$ cat src/rtl/alu_ctrl_pkg.sv
// Shared types and constants for the ALU-to-PWM sequencer.
// Default widths are exported so the top and sub-module agree without re-stating them.
package alu_ctrl_pkg;

  localparam int DEF_OP_W    = 3;
  localparam int DEF_RES_W   = 16;
  localparam int DEF_DWELL_W = 32;
  localparam int NUM_OPS     = 2**DEF_OP_W;
  localparam int DUTY_W      = DEF_RES_W / 2;
  localparam int DWELL_MIN   = 1;

  typedef enum logic [2:0] {
    IDLE,
    SELECT,
    SAMPLE,
    WAIT_PERIOD,
    DWELL
  } seq_state_t;

endpackage

$ cat src/rtl/alu_seq_ctrl_dwell_counter.sv
// Load/decrement down-counter timing one operation's dwell; a load of 0 becomes DWELL_MIN.
// expired_o marks the last dwell cycle, so a load of N gives exactly N decrement cycles.
module dwell_counter
  import alu_ctrl_pkg::*;
#(
  parameter int W = DEF_DWELL_W
) (
  input  logic         clk_i,
  input  logic         reset_i,
  input  logic         load_i,
  input  logic [W-1:0] value_i,
  input  logic         dec_i,
  output logic         expired_o
);

  logic [W-1:0] r_count;
  logic [W-1:0] w_load_val;

  assign w_load_val = (value_i == '0) ? W'(DWELL_MIN) : value_i;

  always_ff @(posedge clk_i) begin
    if (reset_i) begin
      r_count <= '0;
    end else if (load_i) begin
      r_count <= w_load_val;
    end else if (dec_i && (r_count != '0)) begin
      r_count <= r_count - W'(1);
    end
  end

  assign expired_o = (r_count == W'(DWELL_MIN));

endmodule

$ cat src/rtl/alu_seq_ctrl.sv
// Steps the ALU mux through operations and commits each result to the LED PWM duties,
// changing duty only on a PWM period wrap so the LED never sees a partial period.
module alu_seq_ctrl
  import alu_ctrl_pkg::*;
#(
  parameter int OP_W    = DEF_OP_W,
  parameter int RES_W   = DEF_RES_W,
  parameter int DWELL_W = DEF_DWELL_W
) (
  input  logic               clk_i,
  input  logic               reset_i,
  input  logic               start_i,
  input  logic               stop_i,
  input  logic               auto_i,
  input  logic [OP_W-1:0]    manual_op_i,
  input  logic [DWELL_W-1:0] dwell_i,
  input  logic [RES_W-1:0]   alu_result_i,
  input  logic               period_end_i,
  output logic [OP_W-1:0]    op_select_o,
  output logic [RES_W/2-1:0] duty_r_o,
  output logic [RES_W/2-1:0] duty_g_o,
  output logic               duty_valid_o,
  output logic               busy_o,
  output logic               op_done_o
);

  localparam int HALF_W = RES_W / 2;

  seq_state_t       r_state, w_state_nxt;
  logic [OP_W-1:0]  r_op, w_op_nxt;
  logic [RES_W-1:0] r_pending, w_pending_nxt;
  logic [RES_W-1:0] r_duty, w_duty_nxt;
  logic             r_duty_vld, w_duty_vld_nxt;
  logic             r_busy;
  logic             r_op_done, w_op_done_nxt;
  logic             w_cnt_load, w_cnt_dec, w_expired;

  dwell_counter #(.W(DWELL_W)) u_dwell (
    .clk_i     (clk_i),
    .reset_i   (reset_i),
    .load_i    (w_cnt_load),
    .value_i   (dwell_i),
    .dec_i     (w_cnt_dec),
    .expired_o (w_expired)
  );

  always_ff @(posedge clk_i) begin
    if (reset_i) begin
      r_state    <= IDLE;
      r_op       <= '0;
      r_pending  <= '0;
      r_duty     <= '0;
      r_duty_vld <= 1'b0;
      r_busy     <= 1'b0;
      r_op_done  <= 1'b0;
    end else begin
      r_state    <= w_state_nxt;
      r_op       <= w_op_nxt;
      r_pending  <= w_pending_nxt;
      r_duty     <= w_duty_nxt;
      r_duty_vld <= w_duty_vld_nxt;
      r_busy     <= (w_state_nxt != IDLE);
      r_op_done  <= w_op_done_nxt;
    end
  end

  always_comb begin
    w_state_nxt    = r_state;
    w_op_nxt       = r_op;
    w_pending_nxt  = r_pending;
    w_duty_nxt     = r_duty;
    w_duty_vld_nxt = r_duty_vld;
    w_op_done_nxt  = 1'b0;
    w_cnt_load     = 1'b0;
    w_cnt_dec      = 1'b0;

    // Stop outranks every other event; duties and op select stay as the LEDs last saw them.
    if (stop_i) begin
      w_state_nxt = IDLE;
    end else begin
      unique case (r_state)
        IDLE: begin
          if (start_i) begin
            w_state_nxt = SELECT;
            w_op_nxt    = auto_i ? '0 : manual_op_i;
          end
        end
        SELECT: begin
          w_state_nxt = SAMPLE;
        end
        SAMPLE: begin
          w_pending_nxt = alu_result_i;
          w_state_nxt   = WAIT_PERIOD;
        end
        WAIT_PERIOD: begin
          if (period_end_i) begin
            w_duty_nxt     = r_pending;
            w_duty_vld_nxt = 1'b1;
            w_cnt_load     = 1'b1;
            w_state_nxt    = DWELL;
          end
        end
        DWELL: begin
          w_cnt_dec = 1'b1;
          if (w_expired) begin
            w_op_done_nxt = 1'b1;
            w_op_nxt      = auto_i ? r_op + OP_W'(1) : manual_op_i;
            w_state_nxt   = SELECT;
          end
        end
        default: begin
          w_state_nxt = IDLE;
        end
      endcase
    end
  end

  assign op_select_o  = r_op;
  assign duty_r_o     = r_duty[HALF_W-1:0];
  assign duty_g_o     = r_duty[RES_W-1:HALF_W];
  assign duty_valid_o = r_duty_vld;
  assign busy_o       = r_busy;
  assign op_done_o    = r_op_done;

endmodule

$ cat config.mk
export PLATFORM = sky130hd
export DESIGN_NAME = alu_seq_ctrl
export DESIGN_NICKNAME = d
export VERILOG_FILES = /design/src/rtl/alu_ctrl_pkg.sv /design/src/rtl/alu_seq_ctrl_dwell_counter.sv /design/src/rtl/alu_seq_ctrl.sv
export SDC_FILE = /design/constraint.sdc
export NUM_CORES = 1
export LEC_CHECK = 0
export ABC_AREA = 0
export ABC_CLOCK_PERIOD_IN_PS = 2100
export CORE_MARGIN = 2
export CORE_UTILIZATION = 47
export CTS_BUF_LIST = sky130_fd_sc_hd__clkbuf_8 sky130_fd_sc_hd__clkbuf_16
export CTS_CLUSTER_DIAMETER = 200
export DETAILED_ROUTE_END_ITERATION = 16
export GPL_TIMING_DRIVEN = 0
export HOLD_SLACK_MARGIN = 0.03
export PLACE_DENSITY = 0.82
export SYNTH_ARGS = -nofsm -noshare
export SYNTH_HDL_FRONTEND = slang
export SYNTH_SLANG_ARGS = --single-unit
export TNS_END_PERCENT = 5
$ cat constraint.sdc
create_clock -name clk_i -period 2.1 [get_ports clk_i]
set_input_delay 0.21 -clock clk_i [delete_from_list [all_inputs] [get_ports clk_i]]
set_output_delay 0.21 -clock clk_i [all_outputs]
set_load 0.05 [all_outputs]
# Word level (Yosys, flattened, before mapping)
# Cells that the tools add are included.
dict set report word_totals {
  regBits 73
  latchBits 0
  mem_bits_rw 0
  rom_bits 0
  word_cells 49
  n_memories 0
}
dict set report classes {
  add_sub_neg 2
  mul 0
  n_div 0
  magnitude_cmp 0
  eq_ne 7
  shifts 0
  mux 19
  bitwise_logic 2
  reduce_logical 11
}
# op count
set op_table {}
lappend op_table {{$mux 32} 3}
lappend op_table {{$eq 32x1->1 const B} 1}
lappend op_table {{$logic_not 32->1} 1}
lappend op_table {{$reduce_bool 32->1} 1}
lappend op_table {{$sub 32x1->32 const B} 1}
lappend op_table {{$mux 3} 8}
lappend op_table {{$pmux 3 s5} 1}
lappend op_table {{$eq 3x2->1 const B} 2}
lappend op_table {{$mux 1} 6}
lappend op_table {{$pmux 3 s2} 1}
lappend op_table {{$reduce_and 4->1} 1}
lappend op_table {{$reduce_bool 2->1} 2}
lappend op_table {{$add 3x1->3 const B} 1}
lappend op_table {{$eq 3x1->1 const B} 1}
lappend op_table {{$eq 3x3->1 const B} 1}
lappend op_table {{$logic_not 3->1} 1}
lappend op_table {{$reduce_and 3->1} 1}
lappend op_table {{$reduce_bool 3->1} 1}
lappend op_table {{$reduce_or 3->1} 1}
lappend op_table {{$ne 2x1->1 const B} 1}
lappend op_table {{$ne 2x2->1 const B} 1}
lappend op_table {{$not 1->1} 2}
lappend op_table {{$reduce_and 2->1} 1}
lappend op_table {{$logic_and 1x1->1} 1}

# Depth between registers and ports, before layout
# Gate-level depths: netlist (run 1).
dict set report logic_depth {
  ltp_word 6
  ltp_mapped 10
}

# Modules after synthesis
# Synthesis (run 1) repeated with hierarchy kept, for this count alone.
dict set report hier_totals {
  cells_unflattened 463
  area_unflattened_um2 3804.9
}
# module n_inst cells_each area_per_inst_um2 seq_area_each_um2
set modules_own_cells {}
lappend modules_own_cells {dwell_counter 1 262 2117.0 640.6}
lappend modules_own_cells {alu_seq_ctrl 1 201 1687.9 820.8}

# Least setup slack after synthesis (run 1)
# Ideal clock, no wire load.
dict set report synth_timing {
  kind {reg-to-reg}
  startpoint {register u_dwell.r_count[18]}
  endpoint {register r_op[0] (netlist: op_select_o[0])}
  setup_time_ns 0.122
  arrival_ns 2.153
  required_time_ns 1.978
  setup_slack_ns -0.175
  stages_incl_launch_ff 6
  path_buffers 0
  path_cell_list {dfxtp_1 -> or4_4 -> or4b_1 -> nor4_4 -> o221ai_1 -> o311a_1}
}
dict set report synth_via {
  elab_chain_len 3
}
# element line_no
set synth_lines {}
lappend synth_lines {{from (decl)} alu_seq_ctrl_dwell_counter.sv:16} ;# logic [W-1:0] r_count;
lappend synth_lines {{from (signal assigned)} alu_seq_ctrl_dwell_counter.sv:25} ;# r_count <= w_load_val;
lappend synth_lines {{from (signal assigned)} alu_seq_ctrl_dwell_counter.sv:27} ;# r_count <= r_count - W'(1);
lappend synth_lines {{$eq 32x1->1} alu_seq_ctrl_dwell_counter.sv:31} ;# assign expired_o = (r_count == W'(DWELL_MIN));
lappend synth_lines {{$ne 2x1->1 (no source line)} n/a}
lappend synth_lines {{$reduce_and 4->1 (no source line)} n/a}
lappend synth_lines {{to (signal assigned)} alu_seq_ctrl.sv:58} ;# r_op <= w_op_nxt;
lappend synth_lines {{to (decl)} alu_seq_ctrl.sv:30} ;# logic [OP_W-1:0] r_op, w_op_nxt;
# Every way passes these cells.
# A chain may end at the register's enable or synchronous reset.

# Worst setup path after layout (run 1)
dict set report layout_timing {
  startpoint {register u_dwell.r_count[21]}
  endpoint {register u_dwell.r_count[16]}
}
dict set report layout_via {
  elab_chain_len 3
}
# element line_no
set layout_lines {}
lappend layout_lines {{$reduce_bool 32->1} alu_seq_ctrl_dwell_counter.sv:26} ;# end else if (dec_i && (r_count != '0)) begin
lappend layout_lines {{$logic_and 1x1->1} alu_seq_ctrl_dwell_counter.sv:26}
lappend layout_lines {{$reduce_bool 2->1 (no source line)} n/a}
# Every way passes these cells.

==> impl_metrics.xml, run 1 <==
<?xml version="1.0" encoding="UTF-8"?>
<metrics>
  <group name="die">
    <metric name="num_io_pins" unit="">79</metric>
    <metric name="die_height" unit="µm">95.81</metric>
    <metric name="initial_utilization" unit="%">48.45</metric>
    <metric name="num_rows" unit="">33</metric>
    <metric name="die_x" unit="µm">95.81</metric>
    <metric name="core_region_area" unit="µm²">8175</metric>
    <metric name="die_area" unit="µm²">9179</metric>
  </group>
  <group name="pwr">
    <metric name="power_share_of_the_sequential_group" unit="%">49.5</metric>
    <metric name="clkPwrFrac" unit="%">40.6</metric>
    <metric name="power.switching_fraction" unit="%">26.22</metric>
    <metric name="pwr_cell_area" unit="nW/µm²">492.4</metric>
    <metric name="power.internal" unit="mW">2.080</metric>
    <metric name="power.combinational.fraction" unit="%">9.9</metric>
    <metric name="power.net_switching" unit="µW">739.1</metric>
    <metric name="leakage" unit="nW">2.218</metric>
    <metric name="power.ir.vdd_worst" unit="mV">0.3180</metric>
  </group>
  <group name="clock_tree">
    <metric name="max-clock-path-buffers" unit="">2</metric>
    <metric name="cts_hold_repair.buffers" unit="">0</metric>
    <metric name="clkSinkCount" unit="">73</metric>
    <metric name="cts_tree" unit="">yes</metric>
    <metric name="clk_latency" unit="ns">0.37</metric>
    <metric name="inserted_clock_buffers" unit="">9</metric>
    <metric name="clkTransAtPathRegs" unit="ns">0.09</metric>
    <metric name="cts.htree.levels" unit="">3</metric>
    <metric name="clk_root_buffer_cell" unit="">sky130_fd_sc_hd__clkbuf_8</metric>
  </group>
  <group name="setup_path">
    <metric name="cpMaxStageDelayCell" unit="">sky130_fd_sc_hd__or4_4</metric>
    <metric name="worst_setup_path_end_kind" unit="">flip-flop</metric>
    <metric name="crit_path_start" unit="">u_dwell.r_count[21]</metric>
    <metric name="critPathMaxStageDelay" unit="ns">0.61</metric>
    <metric name="worst_ep_required_time" unit="ns">2.34</metric>
    <metric name="timing.critical_path.arrival" unit="ns">2.55</metric>
    <metric name="critPathKind" unit="">reg2reg</metric>
    <metric name="worst_setup_path_start_kind" unit="">flip-flop</metric>
    <metric name="worst_r2r_startpoint" unit="">u_dwell.r_count[21]</metric>
    <metric name="critical_path.cell_chain" unit="">or4_4, nor4b_4, buf_6, and3_4, buf_8, buf_8, nor4_1, nor4_1</metric>
    <metric name="worstPathMaxFanout" unit="">7</metric>
  </group>
  <group name="layout">
    <metric name="layout.nets" unit="">679</metric>
    <metric name="synthToLayoutAreaGrowth" unit="%">44.54</metric>
    <metric name="layout.cells.non_filler" unit="">728</metric>
    <metric name="final_design_area_no_fill" unit="µm²">5725</metric>
    <metric name="multi_input_area" unit="µm²">2608</metric>
    <metric name="ff_latch_area" unit="µm²">1490</metric>
    <metric name="antenna-diode-count" unit="">0</metric>
    <metric name="drive_above_1_share" unit="%">20.87</metric>
    <metric name="final_common_cell" unit="">sky130_fd_sc_hd__nand2_1</metric>
    <metric name="most-common-layout-cells" unit="">79 x sky130_fd_sc_hd__nand2_1, 76 x sky130_fd_sc_hd__clkdlybuf4s50_1, 60 x sky130_fd_sc_hd__dfxtp_1</metric>
    <metric name="fill_cells" unit="">653</metric>
  </group>
  <group name="worst_hold_path">
    <metric name="min_from" unit="">stop_i</metric>
    <metric name="hold_path.class" unit="">in2reg</metric>
  </group>
  <group name="synth">
    <metric name="synth_edf_count" unit="">0</metric>
    <metric name="synth.distinct_cells" unit="">64</metric>
    <metric name="netlist_instances" unit="">499</metric>
    <metric name="post_synth_arst_share" unit="%">0</metric>
    <metric name="ys_dominant_reg_cell" unit="">sky130_fd_sc_hd__dfxtp_1</metric>
    <metric name="synth_area_per_cell" unit="µm²">7.938</metric>
    <metric name="yosys_warnings" unit="">0</metric>
    <metric name="number_of_synthesized_register_bits" unit="">73</metric>
    <metric name="netlist_area" unit="µm²">3961</metric>
    <metric name="mappedNetlistNets" unit="">560</metric>
    <metric name="ys_seq_area_share" unit="%">36.89</metric>
  </group>
  <group name="run_status">
    <metric name="status" unit="">finished with violations</metric>
    <metric name="failed_checks" unit="">negative setup slack</metric>
  </group>
  <group name="routing">
    <metric name="m1WireLength" unit="µm">6188</metric>
    <metric name="detailroute.via_count" unit="">4794</metric>
    <metric name="detailroute.wirelength.met2" unit="µm">7213</metric>
    <metric name="postRouteWirelength" unit="µm">15590</metric>
    <metric name="route.detailed.wl_per_inst" unit="µm">21.41</metric>
    <metric name="drcViolationCount" unit="">0</metric>
    <metric name="first_iter_violations" unit="">535</metric>
    <metric name="top_layer" unit="">met4</metric>
    <metric name="detailedRoute.firstPassIterationCount" unit="">6</metric>
    <metric name="drt.antenna.violating_nets" unit="">0</metric>
    <metric name="routed_length_on_met3" unit="µm">1430</metric>
    <metric name="avgViaCountPerCell" unit="">6.585</metric>
  </group>
  <group name="global_route">
    <metric name="grt_first_pass_wirelength" unit="µm">23400</metric>
    <metric name="antenna_found_initial" unit="">0</metric>
    <metric name="grtUsageTotal" unit="%">34.00</metric>
    <metric name="first_global_vias" unit="">4363</metric>
    <metric name="pin_count_of_the_biggest_net_entering_global_routing" unit="">14</metric>
    <metric name="global_route.overflow_total" unit="">0</metric>
  </group>
  <group name="sta">
    <metric name="worst_slew_margin_rel" unit="%">52.91</metric>
    <metric name="final_critical_path_setup_slack" unit="ns">-0.2084</metric>
    <metric name="setup_repair_after_global_routing_missed_its_margin" unit="">yes</metric>
    <metric name="final-setup-viol-count" unit="">37</metric>
    <metric name="max_freq" unit="GHz">0.4332</metric>
    <metric name="slew_violations" unit="">0</metric>
    <metric name="hold_viol" unit="">0</metric>
    <metric name="setup_tns" unit="ns">-3.430</metric>
    <metric name="tightest_slew" unit="ns">0.7063</metric>
    <metric name="final_period_minus_worst_setup_slack" unit="ns">2.308</metric>
    <metric name="finalClockSkew" unit="ns">0.01045</metric>
    <metric name="fin_worst_hold_slack" unit="ns">0.3232</metric>
    <metric name="final.period_utilization" unit="%">109.9</metric>
  </group>
  <group name="placed_design">
    <metric name="globalplace.congestion" unit="">1.012</metric>
    <metric name="dp.final_hpwl" unit="µm">10390</metric>
    <metric name="port-buffer-count" unit="">77</metric>
    <metric name="dp.cells" unit="">681</metric>
    <metric name="post_place_cell_area" unit="µm²">4868</metric>
  </group>
  <group name="job">
    <metric name="cap_viol_max_count" unit="">0</metric>
  </group>
</metrics>
[power by group through the flow]
stage / logic (mW) / clock network, mW / registers [mW]
3_3_place_gp: 0.245 / 0 / 1.43
4_1_cts: 0.265 / 1.14 / 1.39
3_5_place_dp: 0.248 / 0 / 1.43
5_1_grt: 0.296 / 1.22 / 1.40
6_report: 0.280 / 1.14 / 1.39
2_1_floorplan: 0.0710 / 0 / 1.45
[synth_stat cells, types with 2 or more instances]
cell type,number,area share [%]
sky130_fd_sc_hd__a221oi_1,2,0.44
sky130_fd_sc_hd__or2_2,2,0.32
sky130_fd_sc_hd__xnor2_1,5,1.1
sky130_fd_sc_hd__xor2_1,4,0.88
sky130_fd_sc_hd__buf_2,6,0.76
sky130_fd_sc_hd__a21oi_1,51,6.4
sky130_fd_sc_hd__a22o_1,7,1.5
sky130_fd_sc_hd__nor4b_1,3,0.66
sky130_fd_sc_hd__nand3b_1,2,0.38
sky130_fd_sc_hd__nand2b_1,2,0.32
sky130_fd_sc_hd__or3_1,4,0.63
sky130_fd_sc_hd__nand2_1,80,7.6
sky130_fd_sc_hd__nand4_1,12,1.9
sky130_fd_sc_hd__nor4_1,26,4.1
sky130_fd_sc_hd__o2bb2ai_1,3,0.66
sky130_fd_sc_hd__o311a_1,3,0.76
sky130_fd_sc_hd__nor3_1,16,2.0
sky130_fd_sc_hd__a211oi_1,9,1.7
sky130_fd_sc_hd__or4_1,14,2.7
sky130_fd_sc_hd__nor3b_1,2,0.38
sky130_fd_sc_hd__o31a_1,5,1.1
sky130_fd_sc_hd__nor2_1,25,2.4
sky130_fd_sc_hd__o221ai_1,3,0.66
sky130_fd_sc_hd__o21ai_0,7,0.88
sky130_fd_sc_hd__dfxtp_1,73,37
sky130_fd_sc_hd__and4_1,4,0.88
sky130_fd_sc_hd__o211a_1,4,1.0
sky130_fd_sc_hd__or4_4,2,0.57
sky130_fd_sc_hd__a31oi_1,4,0.63
sky130_fd_sc_hd__and2_1,4,0.63
sky130_fd_sc_hd__a22oi_1,10,1.9
sky130_fd_sc_hd__buf_1,2,0.19
sky130_fd_sc_hd__o31ai_1,9,1.7
sky130_fd_sc_hd__o211ai_1,3,0.57
sky130_fd_sc_hd__inv_1,14,1.3
sky130_fd_sc_hd__clkbuf_1,27,2.6
sky130_fd_sc_hd__ha_1,4,1.3
sky130_fd_sc_hd__and3_1,3,0.47
sky130_fd_sc_hd__nand3_1,14,1.8
sky130_fd_sc_hd__a311oi_1,5,1.1
[repair_timing]
item                       4_1_cts  5_1_grt
buffers inserted                22       11
pin swaps                       18       19
cloned                           2        1
gates resized for setup         72       25
setup endpoints to repair       65       63
[registers in the layout, summed over array words and instances, names as in the netlist]
| signal | cells |
|---|---|
| busy_o | 1 |
| duty_valid_o | 1 |
| op_done_o | 1 |
| op_select_o | 3 |
| r_duty | 16 |
| r_pending | 16 |
| r_state | 3 |
| u_dwell.r_count | 32 |
[path summary, 6_finish.rpt]
path / to / slack, ns / cells past startpoint
setup reg to reg: u_dwell.r_count[16] / -0.21 / 8
hold / removal: r_state[0] / 0.32 / 2
setup / recovery: u_dwell.r_count[16] / -0.21 / 8
hold reg to reg: r_duty[0] / 0.45 / 2
[layout make-up]
class	instances	area share, %
clock buffers	9	2.163
inverters	14	0.9178
plain buffers	30	3.147
repair buffers	112	18.64
multi-input cells	378	45.54
flip-flops and latches	73	26.03
well taps	105	2.295
clock inverters	7	1.267
[routing by layer]
layer	GRT usage, %	vias up
met4	15.48	0
met1	44.07	2300
met5	0	-
met2	54.14	289
li1	-	2135
met3	7.361	70
[per-stage QoR]
step / setup WS, ns / power (mW) / util (%)
final: -0.2084 / 2.819 / 70.03
after global routing: -0.2447 / 2.907 / 70.03
after CTS: -0.2078 / 2.799 / 67.37
after detailed placement: -1.119 / 1.681 / 59.55
after global placement: -1.135 / 1.677 / 59.55
after floorplan: -0.07047 / 1.519 / -
[worst max-delay path: cells and delay by family (launching register included)]
| kind | cells | cell delay, ns |
|---|---|---|
| buf+inv | 3 | 0.42 |
| flops | 1 | 0.34 |
| simple gates | 5 | 1.42 |
[logic make-up (layout without fill, tap and decap cells)]
family,after synthesis,count (layout),synth area share [%]
simple gates,226,227,30.89
compound gates,137,137,23.85
flops,73,73,36.89
buf+inv,49,172,4.833
xor+xnor,9,9,1.990
fa+ha+maj,4,4,1.263
mux,1,1,0.2843
Power figures use the tool's default switching activity.
==> inputs of run 2 (changes only) <==
CORE_ASPECT_RATIO = 0.8   (was unset)
==> impl_metrics.xml, run 2 (same netlist as run 1, synthesis figures left out) <==
<?xml version="1.0" encoding="UTF-8"?>
<metrics>
  <group name="setup_path">
    <metric name="reg2reg_to" unit="">u_dwell.r_count[29]</metric>
    <metric name="critPathCapture" unit="">u_dwell.r_count[29]</metric>
    <metric name="critPathMaxStageDelay" unit="ns">0.58</metric>
    <metric name="r2r_cells" unit="">5</metric>
    <metric name="critical_path.cell_chain" unit="">or4_4, or4_4, or2_4, o31a_1, nor4_1</metric>
    <metric name="critical_path.top_delay_family" unit="">simple AND/OR/NAND/NOR gates</metric>
    <metric name="worst_ep_required_time" unit="ns">2.37</metric>
    <metric name="critPathKind" unit="">reg2reg</metric>
    <metric name="worst_r2r_startpoint" unit="">u_dwell.r_count[12]</metric>
    <metric name="timing.critical_path.arrival" unit="ns">2.56</metric>
    <metric name="critical_path.n_buffers_inverters" unit="">0</metric>
    <metric name="worst_path_most_repeated_cell" unit="">sky130_fd_sc_hd__or4_4</metric>
    <metric name="crit_path_start" unit="">u_dwell.r_count[12]</metric>
    <metric name="r2r_setup_slack" unit="ns">-0.19</metric>
    <metric name="worstSetupPathDepth" unit="">5</metric>
    <metric name="worstPathMaxFanout" unit="">5</metric>
    <metric name="worst_setup_path_start_kind" unit="">flip-flop</metric>
    <metric name="worst_setup_path_end_kind" unit="">flip-flop</metric>
    <metric name="cpMaxStageDelayCell" unit="">sky130_fd_sc_hd__or4_4</metric>
  </group>
  <group name="pwr">
    <metric name="leakage" unit="nW">2.212</metric>
    <metric name="power.switching_fraction" unit="%">28.01</metric>
    <metric name="power.combinational.fraction" unit="%">10.3</metric>
    <metric name="pwr_cell_area" unit="nW/µm²">477.2</metric>
    <metric name="clkPwrFrac" unit="%">39.0</metric>
    <metric name="power.ir.vdd_worst" unit="mV">0.4143</metric>
    <metric name="power.internal" unit="mW">1.981</metric>
    <metric name="power_share_of_the_sequential_group" unit="%">50.7</metric>
    <metric name="power.net_switching" unit="µW">770.8</metric>
  </group>
  <group name="layout">
    <metric name="largest_reg_flops" unit="">32</metric>
    <metric name="final_common_cell" unit="">sky130_fd_sc_hd__nand2_1</metric>
    <metric name="layout_top_registers" unit="">u_dwell.r_count: 32 flops, r_duty: 16 flops, r_pending: 16 flops</metric>
    <metric name="final_core_util" unit="%">71.59</metric>
    <metric name="antenna-diode-count" unit="">0</metric>
    <metric name="final_design_area_no_fill" unit="µm²">5767</metric>
    <metric name="synthToLayoutAreaGrowth" unit="%">45.58</metric>
    <metric name="layout.nets" unit="">677</metric>
    <metric name="largest-register" unit="">u_dwell.r_count</metric>
    <metric name="most-common-layout-cells" unit="">79 x sky130_fd_sc_hd__nand2_1, 76 x sky130_fd_sc_hd__clkdlybuf4s50_1, 57 x sky130_fd_sc_hd__dfxtp_1</metric>
    <metric name="drive_above_1_share" unit="%">23.67</metric>
  </group>
  <group name="clock_tree">
    <metric name="cts_hold_repair.buffers" unit="">0</metric>
    <metric name="max-clock-path-buffers" unit="">2</metric>
    <metric name="clk_root_buffer_cell" unit="">sky130_fd_sc_hd__clkbuf_8</metric>
    <metric name="clkSinkCount" unit="">73</metric>
    <metric name="cts.htree.levels" unit="">3</metric>
    <metric name="inserted_clock_buffers" unit="">9</metric>
    <metric name="cts_tree" unit="">yes</metric>
    <metric name="clk_latency" unit="ns">0.36</metric>
    <metric name="clkTransAtPathRegs" unit="ns">0.10</metric>
  </group>
  <group name="routing">
    <metric name="route.detailed.wl_per_inst" unit="µm">21.17</metric>
    <metric name="drt.antenna.violating_nets" unit="">0</metric>
    <metric name="first_iter_violations" unit="">652</metric>
    <metric name="drcViolationCount" unit="">0</metric>
    <metric name="avgViaCountPerCell" unit="">6.642</metric>
    <metric name="detailedRoute.firstPassIterationCount" unit="">5</metric>
    <metric name="postRouteWirelength" unit="µm">15430</metric>
    <metric name="detailroute.via_count" unit="">4842</metric>
  </group>
  <group name="sta">
    <metric name="worst_slew_margin_rel" unit="%">50.93</metric>
    <metric name="final_period_minus_worst_setup_slack" unit="ns">2.294</metric>
    <metric name="final_critical_path_setup_slack" unit="ns">-0.1944</metric>
    <metric name="final-setup-viol-count" unit="">29</metric>
    <metric name="final.period_utilization" unit="%">109.3</metric>
    <metric name="tightest_slew" unit="ns">0.7361</metric>
    <metric name="max_freq" unit="GHz">0.4358</metric>
    <metric name="slew_violations" unit="">0</metric>
    <metric name="hold_viol" unit="">0</metric>
    <metric name="finalClockSkew" unit="ns">0.01127</metric>
    <metric name="setup_repair_after_global_routing_missed_its_margin" unit="">yes</metric>
  </group>
  <group name="die">
    <metric name="die_height" unit="µm">86.12</metric>
    <metric name="die_x" unit="µm">106.6</metric>
    <metric name="num_io_pins" unit="">79</metric>
    <metric name="die_area" unit="µm²">9183</metric>
    <metric name="core_region_area" unit="µm²">8055</metric>
    <metric name="num_rows" unit="">29</metric>
    <metric name="initial_utilization" unit="%">49.18</metric>
  </group>
  <group name="global_route">
    <metric name="first_global_vias" unit="">4442</metric>
    <metric name="global_route.overflow_total" unit="">0</metric>
    <metric name="grtUsageTotal" unit="%">32.80</metric>
    <metric name="grt_first_pass_wirelength" unit="µm">23140</metric>
    <metric name="pin_count_of_the_biggest_net_entering_global_routing" unit="">16</metric>
    <metric name="antenna_found_initial" unit="">0</metric>
  </group>
  <group name="job">
    <metric name="cap_viol_max_count" unit="">0</metric>
  </group>
  <group name="run_status">
    <metric name="status" unit="">finished with violations</metric>
    <metric name="failed_checks" unit="">negative setup slack</metric>
  </group>
  <group name="placed_design">
    <metric name="globalplace.congestion" unit="">1.001</metric>
    <metric name="dp.final_hpwl" unit="µm">10410</metric>
    <metric name="port-buffer-count" unit="">77</metric>
    <metric name="post_place_cell_area" unit="µm²">4872</metric>
  </group>
  <group name="worst_hold_path">
    <metric name="hold_path.class" unit="">in2reg</metric>
  </group>
</metrics>
==> run 2: cell types whose count changed in the layout (fill, tap and decap cells not counted), moves of 3 or more <==
cell | before | now
sky130_fd_sc_hd__nor4_1 | 18 | 21
sky130_fd_sc_hd__clkinv_4 | 3 | 0
sky130_fd_sc_hd__dfxtp_2 | 8 | 11
sky130_fd_sc_hd__buf_6 | 2 | 5
sky130_fd_sc_hd__clkbuf_1 | 14 | 11
sky130_fd_sc_hd__dfxtp_1 | 60 | 57
sky130_fd_sc_hd__a21oi_1 | 51 | 48
sky130_fd_sc_hd__o221ai_1 | 3 | 0
sky130_fd_sc_hd__inv_6 | 0 | 3
sky130_fd_sc_hd__a21oi_2 | 0 | 3
sky130_fd_sc_hd__o221ai_2 | 0 | 3
==> run 2: worst min-delay path by stage <==
stage | from | endpoint | depth (start not counted)
global route | alu_result_i[15] | r_pending[15] | 3
detailed placement | r_duty[9] | r_duty[9] | 2
floorplan | stop_i | r_state[0] | 1
CTS | alu_result_i[7] | r_pending[7] | 3
global placement | r_pending[10] | r_duty[10] | 2
finish | alu_result_i[7] | r_pending[7] | 3
==> run 2: final cells by class <==
class | instances | area (µm²)
Buffer | 29 | 187.7
Clock buffer | 9 | 123.9
Clock inverter | 7 | 60.06
Fill cell | 662 | 2288
Inverter | 14 | 52.55
Multi-Input combinational cell | 378 | 2648
Sequential cell | 73 | 1494
Tap cell | 108 | 135.1
Timing Repair Buffer | 111 | 1066
==> run 2: stage by stage <==
stage	setup WS, ns	hold slack, ns	setup TNS, ns	power, mW	std cells
2_1_floorplan	-0.07047	0.2893	-0.4813	1.519	499
3_3_place_gp	-1.088	0.4355	-49.73	1.678	684
4_1_cts	-0.2042	0.3854	-2.480	2.749	722
3_5_place_dp	-1.062	0.4461	-48.84	1.681	684
5_1_grt	-0.2736	0.3957	-4.044	2.832	729
6_report	-0.1944	0.3803	-2.367	2.752	729
==> run 2: what timing repair did <==
item / 4_1_cts / 5_1_grt
resized for setup: 83 / 37
setup buffers: 25 / 7
endpoints found under the setup margin: 65 / 64
cloned: 3 / 0
pin swaps: 31 / 14
==> run 2: worst min-delay path, cell delays in order <==
cell,delay (ns)
sky130_fd_sc_hd__clkdlybuf4s50_1,0.40
sky130_fd_sc_hd__nand2_1,0.05
sky130_fd_sc_hd__a21oi_1,0.05
==> run 2: metal layers <==
layer	wire length, µm	share of wire (%)	vias to the layer above	global-route usage [%]
met3	1792	12	56	7.295
li1	-	-	2139	-
met2	6877	45	329	50.49
met1	6214	40	2318	44.29
met5	0	0	-	0
met4	548	3.6	0	14.40
==> run 2: power by group through the flow <==
stage / logic [mW] / clock network, mW / registers, mW
detailed placement: 0.249 / 0 / 1.43
CTS: 0.272 / 1.08 / 1.40
global placement: 0.246 / 0 / 1.43
global route: 0.296 / 1.14 / 1.40
floorplan: 0.0710 / 0 / 1.45
finish: 0.283 / 1.07 / 1.40
